===== src/rtl/oam_dma_pkg.sv =====
// Shared NES bus definitions: DMA state encoding and the fixed CPU/PPU register addresses.
package oam_dma_pkg;

    typedef enum logic [2:0] {
        ST_IDLE  = 3'd0,
        ST_HALT  = 3'd1,
        ST_ALIGN = 3'd2,
        ST_READ  = 3'd3,
        ST_WRITE = 3'd4
    } dma_state_e;

    localparam logic [15:0] DMA_REG_ADDR  = 16'h4014;
    localparam logic [15:0] OAM_DATA_ADDR = 16'h2004;
    localparam logic [7:0]  LAST_IDX      = 8'hFF;

    // True in every state in which the DMA owns the bus and the CPU is stalled.
    function automatic logic dma_owns_bus(input dma_state_e st);
        return (st != ST_IDLE);
    endfunction

endpackage


===== src/rtl/oam_dma.sv =====
// Sprite OAM DMA engine: a CPU write to the DMA register stalls the CPU and copies a
// 256-byte page to the PPU OAM data port as read/write pairs aligned to the even cycle.
module oam_dma
    import oam_dma_pkg::*;
#(
    parameter logic [15:0] DMA_REG_ADDR  = oam_dma_pkg::DMA_REG_ADDR,
    parameter logic [15:0] OAM_DATA_ADDR = oam_dma_pkg::OAM_DATA_ADDR
) (
    input  logic        clk,
    input  logic        rst,
    input  logic [15:0] cpu_addr,
    input  logic [7:0]  cpu_data_out,
    input  logic        cpu_nrw,
    output logic [7:0]  cpu_data_in,
    output logic        cpu_halt,
    output logic [15:0] bus_addr,
    output logic [7:0]  bus_data_out,
    output logic        bus_nrw,
    input  logic [7:0]  bus_data_in,
    output logic        dma_active
);

    dma_state_e  state_q, state_d;
    logic        parity_q, parity_d;
    logic [7:0]  page_q, page_d;
    logic [7:0]  idx_q, idx_d;
    logic [7:0]  data_latch_q, data_latch_d;
    logic        trigger_s;

    assign trigger_s = (cpu_nrw == 1'b0) && (cpu_addr == DMA_REG_ADDR);

    // State and datapath registers; reset aborts any transfer in flight.
    always_ff @(posedge clk or posedge rst) begin
        if (rst) begin
            state_q      <= ST_IDLE;
            parity_q     <= 1'b0;
            page_q       <= 8'h00;
            idx_q        <= 8'h00;
            data_latch_q <= 8'h00;
        end else begin
            state_q      <= state_d;
            parity_q     <= parity_d;
            page_q       <= page_d;
            idx_q        <= idx_d;
            data_latch_q <= data_latch_d;
        end
    end

    // Next-state logic; parity is the free-running even/odd cycle marker.
    always_comb begin
        state_d      = state_q;
        parity_d     = ~parity_q;
        page_d       = page_q;
        idx_d        = idx_q;
        data_latch_d = data_latch_q;
        case (state_q)
            ST_IDLE: begin
                if (trigger_s) begin
                    page_d  = cpu_data_out;
                    idx_d   = 8'h00;
                    state_d = ST_HALT;
                end else begin
                    state_d = ST_IDLE;
                end
            end
            ST_HALT: begin
                // An odd HALT cycle already puts the first READ on an even cycle.
                if (parity_q) begin
                    state_d = ST_READ;
                end else begin
                    state_d = ST_ALIGN;
                end
            end
            ST_ALIGN: begin
                state_d = ST_READ;
            end
            ST_READ: begin
                data_latch_d = bus_data_in;
                state_d      = ST_WRITE;
            end
            ST_WRITE: begin
                idx_d = idx_q + 8'h01;
                if (idx_q == LAST_IDX) begin
                    state_d = ST_IDLE;
                end else begin
                    state_d = ST_READ;
                end
            end
            default: begin
                state_d = ST_IDLE;
            end
        endcase
    end

    // Bus mux: CPU pass-through when idle, dummy reads while aligning, DMA pairs otherwise.
    always_comb begin
        bus_addr     = cpu_addr;
        bus_data_out = cpu_data_out;
        bus_nrw      = cpu_nrw;
        case (state_q)
            ST_IDLE: begin
                bus_nrw = cpu_nrw;
            end
            ST_HALT, ST_ALIGN: begin
                bus_nrw = 1'b1;
            end
            ST_READ: begin
                bus_addr = {page_q, idx_q};
                bus_nrw  = 1'b1;
            end
            ST_WRITE: begin
                bus_addr     = OAM_DATA_ADDR;
                bus_data_out = data_latch_q;
                bus_nrw      = 1'b0;
            end
            default: begin
                bus_nrw = cpu_nrw;
            end
        endcase
    end

    assign cpu_data_in = bus_data_in;
    assign cpu_halt    = dma_owns_bus(state_q);
    assign dma_active  = dma_owns_bus(state_q);

endmodule


===== config.mk =====
export PLATFORM = sky130hd
export DESIGN_NAME = oam_dma
export DESIGN_NICKNAME = d
export VERILOG_FILES = /design/src/rtl/oam_dma_pkg.sv /design/src/rtl/oam_dma.sv
export SDC_FILE = /design/constraint.sdc
export NUM_CORES = 1
export LEC_CHECK = 0
export CAP_MARGIN = 10
export CORE_MARGIN = 1
export CORE_UTILIZATION = 46
export DETAILED_ROUTE_END_ITERATION = 10
export PLACE_DENSITY = 0.86
export SYNTH_ARGS = -nofsm -noshare
export SYNTH_HDL_FRONTEND = slang
export SYNTH_SLANG_ARGS = --single-unit

===== constraint.sdc =====
create_clock -name clk -period 4 [get_ports clk]
set_clock_uncertainty 0.15 [all_clocks]
set_input_delay 0.4 -clock clk [delete_from_list [all_inputs] [get_ports clk]]
set_output_delay 0.4 -clock clk [all_outputs]
set_load 0.02 [all_outputs]

# Word-level counts from Yosys, hierarchy flattened
# Index checks and enable logic that the tools add are counted.
[classes] add_sub_neg=1 eq_ne=7 mux=9 bitwise_logic=2 reduce_logical=7
[ops] op="16-bit case mux with 2 select lines" n=1
[ops] op="16-bit by 15-bit equality test with 1-bit output, second input constant" n=1
[ops] op="8-bit 2-to-1 mux" n=2
[ops] op="8-bit case mux with 2 select lines" n=1
[ops] op="3-bit case mux with 5 select lines" n=1
[ops] op="8-bit by 1-bit adder with 8-bit output, second input constant" n=1
[ops] op="8-bit equality test, second input constant" n=1
[ops] op="3-bit by 2-bit equality test with 1-bit output, second input constant" n=2
[ops] op="2-bit AND reduction" n=2
[ops] op="3-bit by 1-bit equality test with 1-bit output, second input constant" n=1
[ops] op="3-bit equality test, second input constant" n=1
[ops] op="3-bit logical NOT" n=1
[ops] op="3-bit nonzero test" n=1
[ops] op="3-bit OR reduction" n=1
[ops] op="1-bit 2-to-1 mux" n=2
[ops] op="2-bit 2-to-1 mux" n=1
[ops] op="2-bit != test, second input constant" n=1
[ops] op="1-bit NOT" n=2
[ops] op="1-bit case mux with 2 select lines" n=1
[ops] op="2-bit nonzero test" n=1
[ops] op="1-bit logical AND" n=1
[totals] reg_bits=28 inputBits=35 out_inout_bits=35 wordCells=31

# Longest topological paths before layout
# Gate-level depths: netlist of run 1.
[logic_depth] ltp_word=4 mapped_depth=6 depth_no_buf=5

# Least setup slack after synthesis of run 1
# Ideal clock, no wire load.
[synth_timing] path_kind="register to output" start="reg state_q[0]" end="out bus_addr[0]" arrival_ps=1482 t_required_ps=3450 setup_slack_ps=1968 path_stages_with_launch=7 path_buffers=3 path_cell_list="dfrtp_1 > buf_2 > and3b_1 > buf_2 > nor2_1 > buf_2 > a22o_1"
[synth_between] elab_chain_cells=2 elab_cells_between_ends=3 classes_between="eq/ne: 2; mux: 1"
[synth_lines] item="start, declared" line_no="oam_dma.sv:23" source="dma_state_e state_q, state_d;"
[synth_lines] item="start signal, assigned" line_no="oam_dma.sv:41" source="state_q <= state_d;"
[synth_lines] item="3-bit equality test / 3-bit by 2-bit equality test with 1-bit output (equally long branches)" line_no="oam_dma.sv:100" source="case (state_q)"
[synth_lines] item="16-bit case mux with 2 select lines *" line_no="oam_dma.sv:100"
[synth_lines] item="end, declared" line_no="oam_dma.sv:16" source="output logic [15:0] bus_addr,"
# Every way passes the cells marked *; elsewhere a longest branch is shown, timed or not.

# Final worst setup path of run 1
[layout_timing] start="reg state_q[2]" end="out bus_addr[15]"
# The elaborated chain is that of the path after synthesis.

==> flow_summary.json, run 1 <==
{
  "synth_nets": 206,
  "htreeDepth": 1,
  "final_util_pct": 69.0,
  "max_stage_delay_ps": 600,
  "drc": 0,
  "numCtsBuffers": 3,
  "async_reset_ff_share_pct": 100,
  "final_common_cell": "clkdlybuf4s50_1",
  "relSlewSlack_pct": 30.4,
  "areaGrowthSynthToFinish_pct": 41.5,
  "synth_top_area_share_pct": 42.7,
  "antenna_found_initial": 0,
  "path_clk_slew_ps": 150,
  "synth_seq_cells": 28,
  "final_cell_mix": "69 x clkdlybuf4s50_1, 37 x nand2_1, 28 x dfrtp_1, 14 x mux2_2, 14 x a22o_1",
  "avgSynthCellArea_um2": 9.65,
  "fin_crit_ps": 3240,
  "dpl.cell_count": 268,
  "cts-root-buf": "clkbuf_4",
  "antenna-diode-count": 0,
  "grt_max_degree": 29,
  "start_kind": "flop",
  "finalNonFillerCells": 272,
  "setup_viol": 0,
  "synth-edff-count": 0,
  "drt_first_iter_violations": 57,
  "fill_cells": 281,
  "power_density_nw_per_um2": 611,
  "path_cells": "nor3b_2 -> buf_4 -> nor2_1 -> buf_4 -> a22o_1 -> clkdlybuf4s50_1",
  "highest_layer": "met4",
  "cp.arrival_ps": 2690,
  "reg2reg_depth": 3,
  "grt_pass1_vias": 1425,
  "overflow": 0,
  "worst_ep_required_time_ps": 3450,
  "dr_wl_met3_um": 166,
  "holdBufCountCts": 0,
  "fin_crit_sh_pct": 81.0,
  "drive_gt1_share_pct": 11.5,
  "grt_usage_pct": 23.8,
  "clk_latency_ps": 330,
  "path_max_fanout": 15,
  "io_buffers": 69,
  "core_um2": 3360,
  "cts_tree": "done",
  "endpoint_kind": "output pin",
  "wl_met1_um": 1900,
  "cp_common_cell": "buf_4",
  "rsz0062_at_grt": "no",
  "post-place-ws_ps": 1140,
  "finalHoldViolCount": 0,
  "die_h_um": 61.7,
  "vias_per_cell": 5.29,
  "hold_class": "reg2reg",
  "synthFlopType": "dfrtp_1",
  "postRouteAntennaNets": 0,
  "globalplace.congestion": 0.751,
  "synth_top_area_cell": "dfrtp_1",
  "tns_ps": 0,
  "p_leak_nw": 1.02,
  "final_net_count": 263,
  "synth.distinct_cells": 37,
  "slew_violations": 0,
  "post_cts_buffers": 0,
  "dieArea_um2": 3810,
  "postPlaceCellArea_um2": 2280,
  "yosys_warnings": 0,
  "cap_violations": 0,
  "worst_slew_pin_slew_ps": 1040,
  "num_rows": 21,
  "irDropWorstVdd_mv": 0.272,
  "die_w_um": 61.7,
  "synthCells": 170,
  "vias": 1439,
  "synthTopCellsByArea": "dfrtp_1 43%, mux2_2 9.6%, nand2_1 8.5%",
  "wl_um": 4050,
  "wl_per_cell_um": 14.9,
  "netlist_area_um2": 1640,
  "synth-seq-area-share_pct": 42.7,
  "grt_pass1_wl_um": 6590,
  "layout_setup_ws_ps": 761,
  "start_util_pct": 48.8,
  "setup.worst_path.class": "reg2out",
  "dpl.hpwl_um": 2920,
  "final_area_um2": 2320,
  "cts-resized-gates": 0,
  "cts.sinks": 28,
  "drtPass1Iterations": 4,
  "min_path_cells": 1,
  "io_pins": 70,
  "max_freq_mhz": 309,
  "crit_slowest_cell": "clkdlybuf4s50_1",
  "wl_met2_um": 1920,
  "status": "finished clean",
  "cts_max_path_buffers": 2
}
-- synth_stat cells, types with 2 or more instances --
cell      count
a22o_1       14
buf_2         5
buf_4        10
clkbuf_1      3
dfrtp_1      28
inv_1         2
mux2_1        3
mux2_2       14
mux2i_1       3
nand2_1      37
nand3_1       6
nor2_1        6
nor2b_1       2
nor3_1        2
nor4b_1       2
o211ai_1      4
o21ai_0       6
or3_1         4
-- power by group --
group / switching [mW] / total, mW / internal, mW
registers: 0.111 / 0.491 / 0.380
clock network: 0.0835 / 0.139 / 0.0558
logic: 0.390 / 0.788 / 0.397
-- critical path, delay by kind of cell (launching register included) --
family	cells	cell delay (ps)
simple gates	2	680
buf+inv	3	1070
flops	1	480
compound gates	1	130
-- state kept, by name (all words and copies together), names as in the netlist --
signal        count
parity_q          1
page_q            8
data_latch_q      8
state_q           3
idx_q             8
-- metal layers --
layer / vias to the layer above / track usage (%)
li1: 703 / -
met1: 675 / 33.8
met2: 52 / 37.0
met3: 9 / 2.69
met4: 0 / 9.84
met5: - / 0
-- worst paths after layout --
path,start,endpoint,slack [ps]
worst min-delay path,parity_q,parity_q,290
worst max-delay path,state_q[2],bus_addr[15],760
max in group asynchronous,rst,page_q[3],2630
min in group asynchronous,rst,data_latch_q[6],450
worst max register to register,state_q[1],idx_q[5],1880
worst min register to register,parity_q,parity_q,290
-- logic make-up (layout without fill, tap and decap cells) --
family / after synthesis / after routing / share of synthesized area, %
compound gates: 29 / 29 / 13.4
mux: 20 / 20 / 13.5
flops: 28 / 28 / 42.7
xor+xnor: 2 / 2 / 1.07
buf+inv: 22 / 78 / 8.16
simple gates: 68 / 68 / 20.4
fa+ha+maj: 1 / 1 / 0.763
-- area by class of cell --
class	instances	area (um2)	share of cell area (%)
clock buffers	4	36.3	1.56
inverters	2	7.51	0.323
multi-input cells	120	806	34.7
flip-flops and latches	28	701	30.2
well taps	46	57.6	2.48
repair buffers	72	713	30.7
-- metrics by stage --
step	hold WS [ps]	total power [mW]
2_1_floorplan	245	0.978
3_3_place_gp	264	1.26
3_5_place_dp	269	1.28
4_1_cts	289	1.42
5_1_grt	315	1.52
6_report	289	1.42
(Power assumes the default switching activity.)
==> inputs of run 2 (changes only) <==
--- a/config.mk
+++ b/config.mk
@@ -7,9 +7,9 @@
 export LEC_CHECK = 0
 export CAP_MARGIN = 10
 export CORE_MARGIN = 1
-export CORE_UTILIZATION = 46
+export CORE_UTILIZATION = 38
 export DETAILED_ROUTE_END_ITERATION = 10
-export PLACE_DENSITY = 0.86
+export PLACE_DENSITY = 0.76
 export SYNTH_ARGS = -nofsm -noshare
 export SYNTH_HDL_FRONTEND = slang
 export SYNTH_SLANG_ARGS = --single-unit
==> constraint.sdc (replaced) <==
create_clock -name clk -period 2.8 [get_ports clk]
set_clock_uncertainty 0.15 [all_clocks]
set_input_delay 0.28 -clock clk [delete_from_list [all_inputs] [get_ports clk]]
set_output_delay 0.28 -clock clk [all_outputs]
set_load 0.02 [all_outputs]
==> run 2 against run 1 <==
Against the previous run:
- die area up 20%
- register-to-register slack worse by 1200 ps
- sequential share of layout area down 0.68 points
- clock power up 85%
- critical path depth down 1
- wire length up 0.62%
- global-route usage down 4.3 points
- hold slack worse by 83 ps
- utilization down 11 points
- non-clock buffer count up 4
- cell area up 2.3%
- final cell count up 2.9%
- critical endpoint is now bus_addr[13]
- largest cell class unchanged
==> flow_summary.json, run 2 (synthesized netlist as in run 1, its figures left out) <==
{
  "status": "finished clean",
  "numCtsBuffers": 3,
  "max_freq_mhz": 390,
  "die_h_um": 67.7,
  "dieArea_um2": 4580,
  "antenna-diode-count": 0,
  "globalplace.congestion": 0.759,
  "fin_crit_ps": 2570,
  "crit_slowest_cell": "clkdlybuf4s50_1",
  "die_w_um": 67.7,
  "cap_violations": 0,
  "vias_per_cell": 5.25,
  "grt_pass1_wl_um": 6520,
  "cp.arrival_ps": 2140,
  "p_leak_nw": 1.05,
  "start_util_pct": 40.1,
  "slew_violations": 0,
  "final_common_cell": "clkdlybuf4s50_1",
  "reg.largest.list": "data_latch_q: 8 flops, idx_q: 8 flops, page_q: 8 flops",
  "drive_gt1_share_pct": 13.0,
  "critical-path-top-delay-family": "buffers and inverters",
  "worst_ep_required_time_ps": 2370,
  "irDropWorstVdd_mv": 0.332,
  "wl_um": 4080,
  "finalHoldViolCount": 0,
  "path_clk_slew_ps": 100,
  "io_pins": 70,
  "tns_ps": 0,
  "cts-root-buf": "clkbuf_8",
  "io_buffers": 69,
  "setup_viol": 0,
  "rsz0062_at_grt": "no",
  "cts-resized-gates": 0,
  "final_util_pct": 58.1,
  "start_kind": "flop",
  "final_net_count": 267,
  "cts_max_path_buffers": 2,
  "worst_slew_pin_slew_ps": 429,
  "path_cells": "and3b_1 -> buf_4 -> mux2i_1 -> nand2_1 -> clkdlybuf4s50_1",
  "drc": 0,
  "path_max_fanout": 17,
  "vias": 1470,
  "fin_crit_sh_pct": 91.7,
  "cts.sinks": 28,
  "drtPass1Iterations": 4,
  "endpoint_kind": "output pin",
  "power_density_nw_per_um2": 887,
  "num_rows": 23,
  "max_stage_delay_ps": 540,
  "path_buf_inv": 2,
  "grt_usage_pct": 19.4,
  "postRouteAntennaNets": 0,
  "overflow": 0,
  "htreeDepth": 1,
  "final_cell_mix": "69 x clkdlybuf4s50_1, 37 x nand2_1, 28 x dfrtp_1, 14 x mux2_2, 14 x a22o_1",
  "drt_first_iter_violations": 45,
  "grt_max_degree": 29,
  "relSlewSlack_pct": 71.1,
  "grt_pass1_vias": 1369,
  "core_um2": 4090,
  "post_cts_buffers": 0,
  "antenna_found_initial": 0,
  "clk_latency_ps": 280,
  "areaGrowthSynthToFinish_pct": 44.8,
  "hold_class": "in2async",
  "holdBufCountCts": 0,
  "wl_per_cell_um": 14.6,
  "cts_tree": "done",
  "dpl.hpwl_um": 3020,
  "setup.worst_path.class": "reg2out"
}
## run 2: cell count changes in the layout (fill, tap and decap cells not counted), sizes merged
cell | before | now
buf | 3 | 7
## run 2: path summary, 6_finish.rpt
path	from	end	slack, ps	cells after the start
setup / recovery	state_q[2]	bus_addr[13]	230	5
hold / removal	rst	state_q[0]	210	3
setup reg to reg	state_q[2]	page_q[5]	680	4
hold reg to reg	parity_q	parity_q	270	1
max in group asynchronous	rst	idx_q[1]	2030	3
min in group clk	parity_q	parity_q	270	1
## run 2: tightest hold or removal path: cells and delay by family
kind,cells,cell delay (ps)
buffers and inverters,3,780
## run 2: metrics by stage
step	hold slack [ps]	instance area [um2]	worst slack (ps)	cells	total power [mW]
2_1_floorplan	195	1640	888	170	1.40
3_3_place_gp	264	2320	405	276	1.84
3_5_place_dp	267	2320	371	276	1.86
4_1_cts	223	2370	225	280	2.12
5_1_grt	249	2370	114	280	2.26
6_report	206	2370	233	280	2.11
## run 2: power by group
part           switching (mW)  internal [mW]  total [mW]
Combinational           0.556          0.588        1.14
Clock                   0.131          0.126       0.257
Sequential              0.161          0.544       0.705
Total                   0.848           1.26        2.11
## run 2: cell type report
class | count | area [um2]
timing repair buffer | 76 | 743
inverter | 2 | 7.51
multi-input combinational | 120 | 806
fill | 372 | 1710
clock buffer | 4 | 55.1
tap | 50 | 62.6
sequential | 28 | 701
## run 2: per-layer routing
metal / up-vias / GRT usage [%] / share of wire [%]
li1: 711 / - / -
met5: - / 0 / 0
met4: 0 / 7.45 / 2.0
met1: 690 / 25.3 / 44
met3: 7 / 4.56 / 7.5
met2: 62 / 30.9 / 47
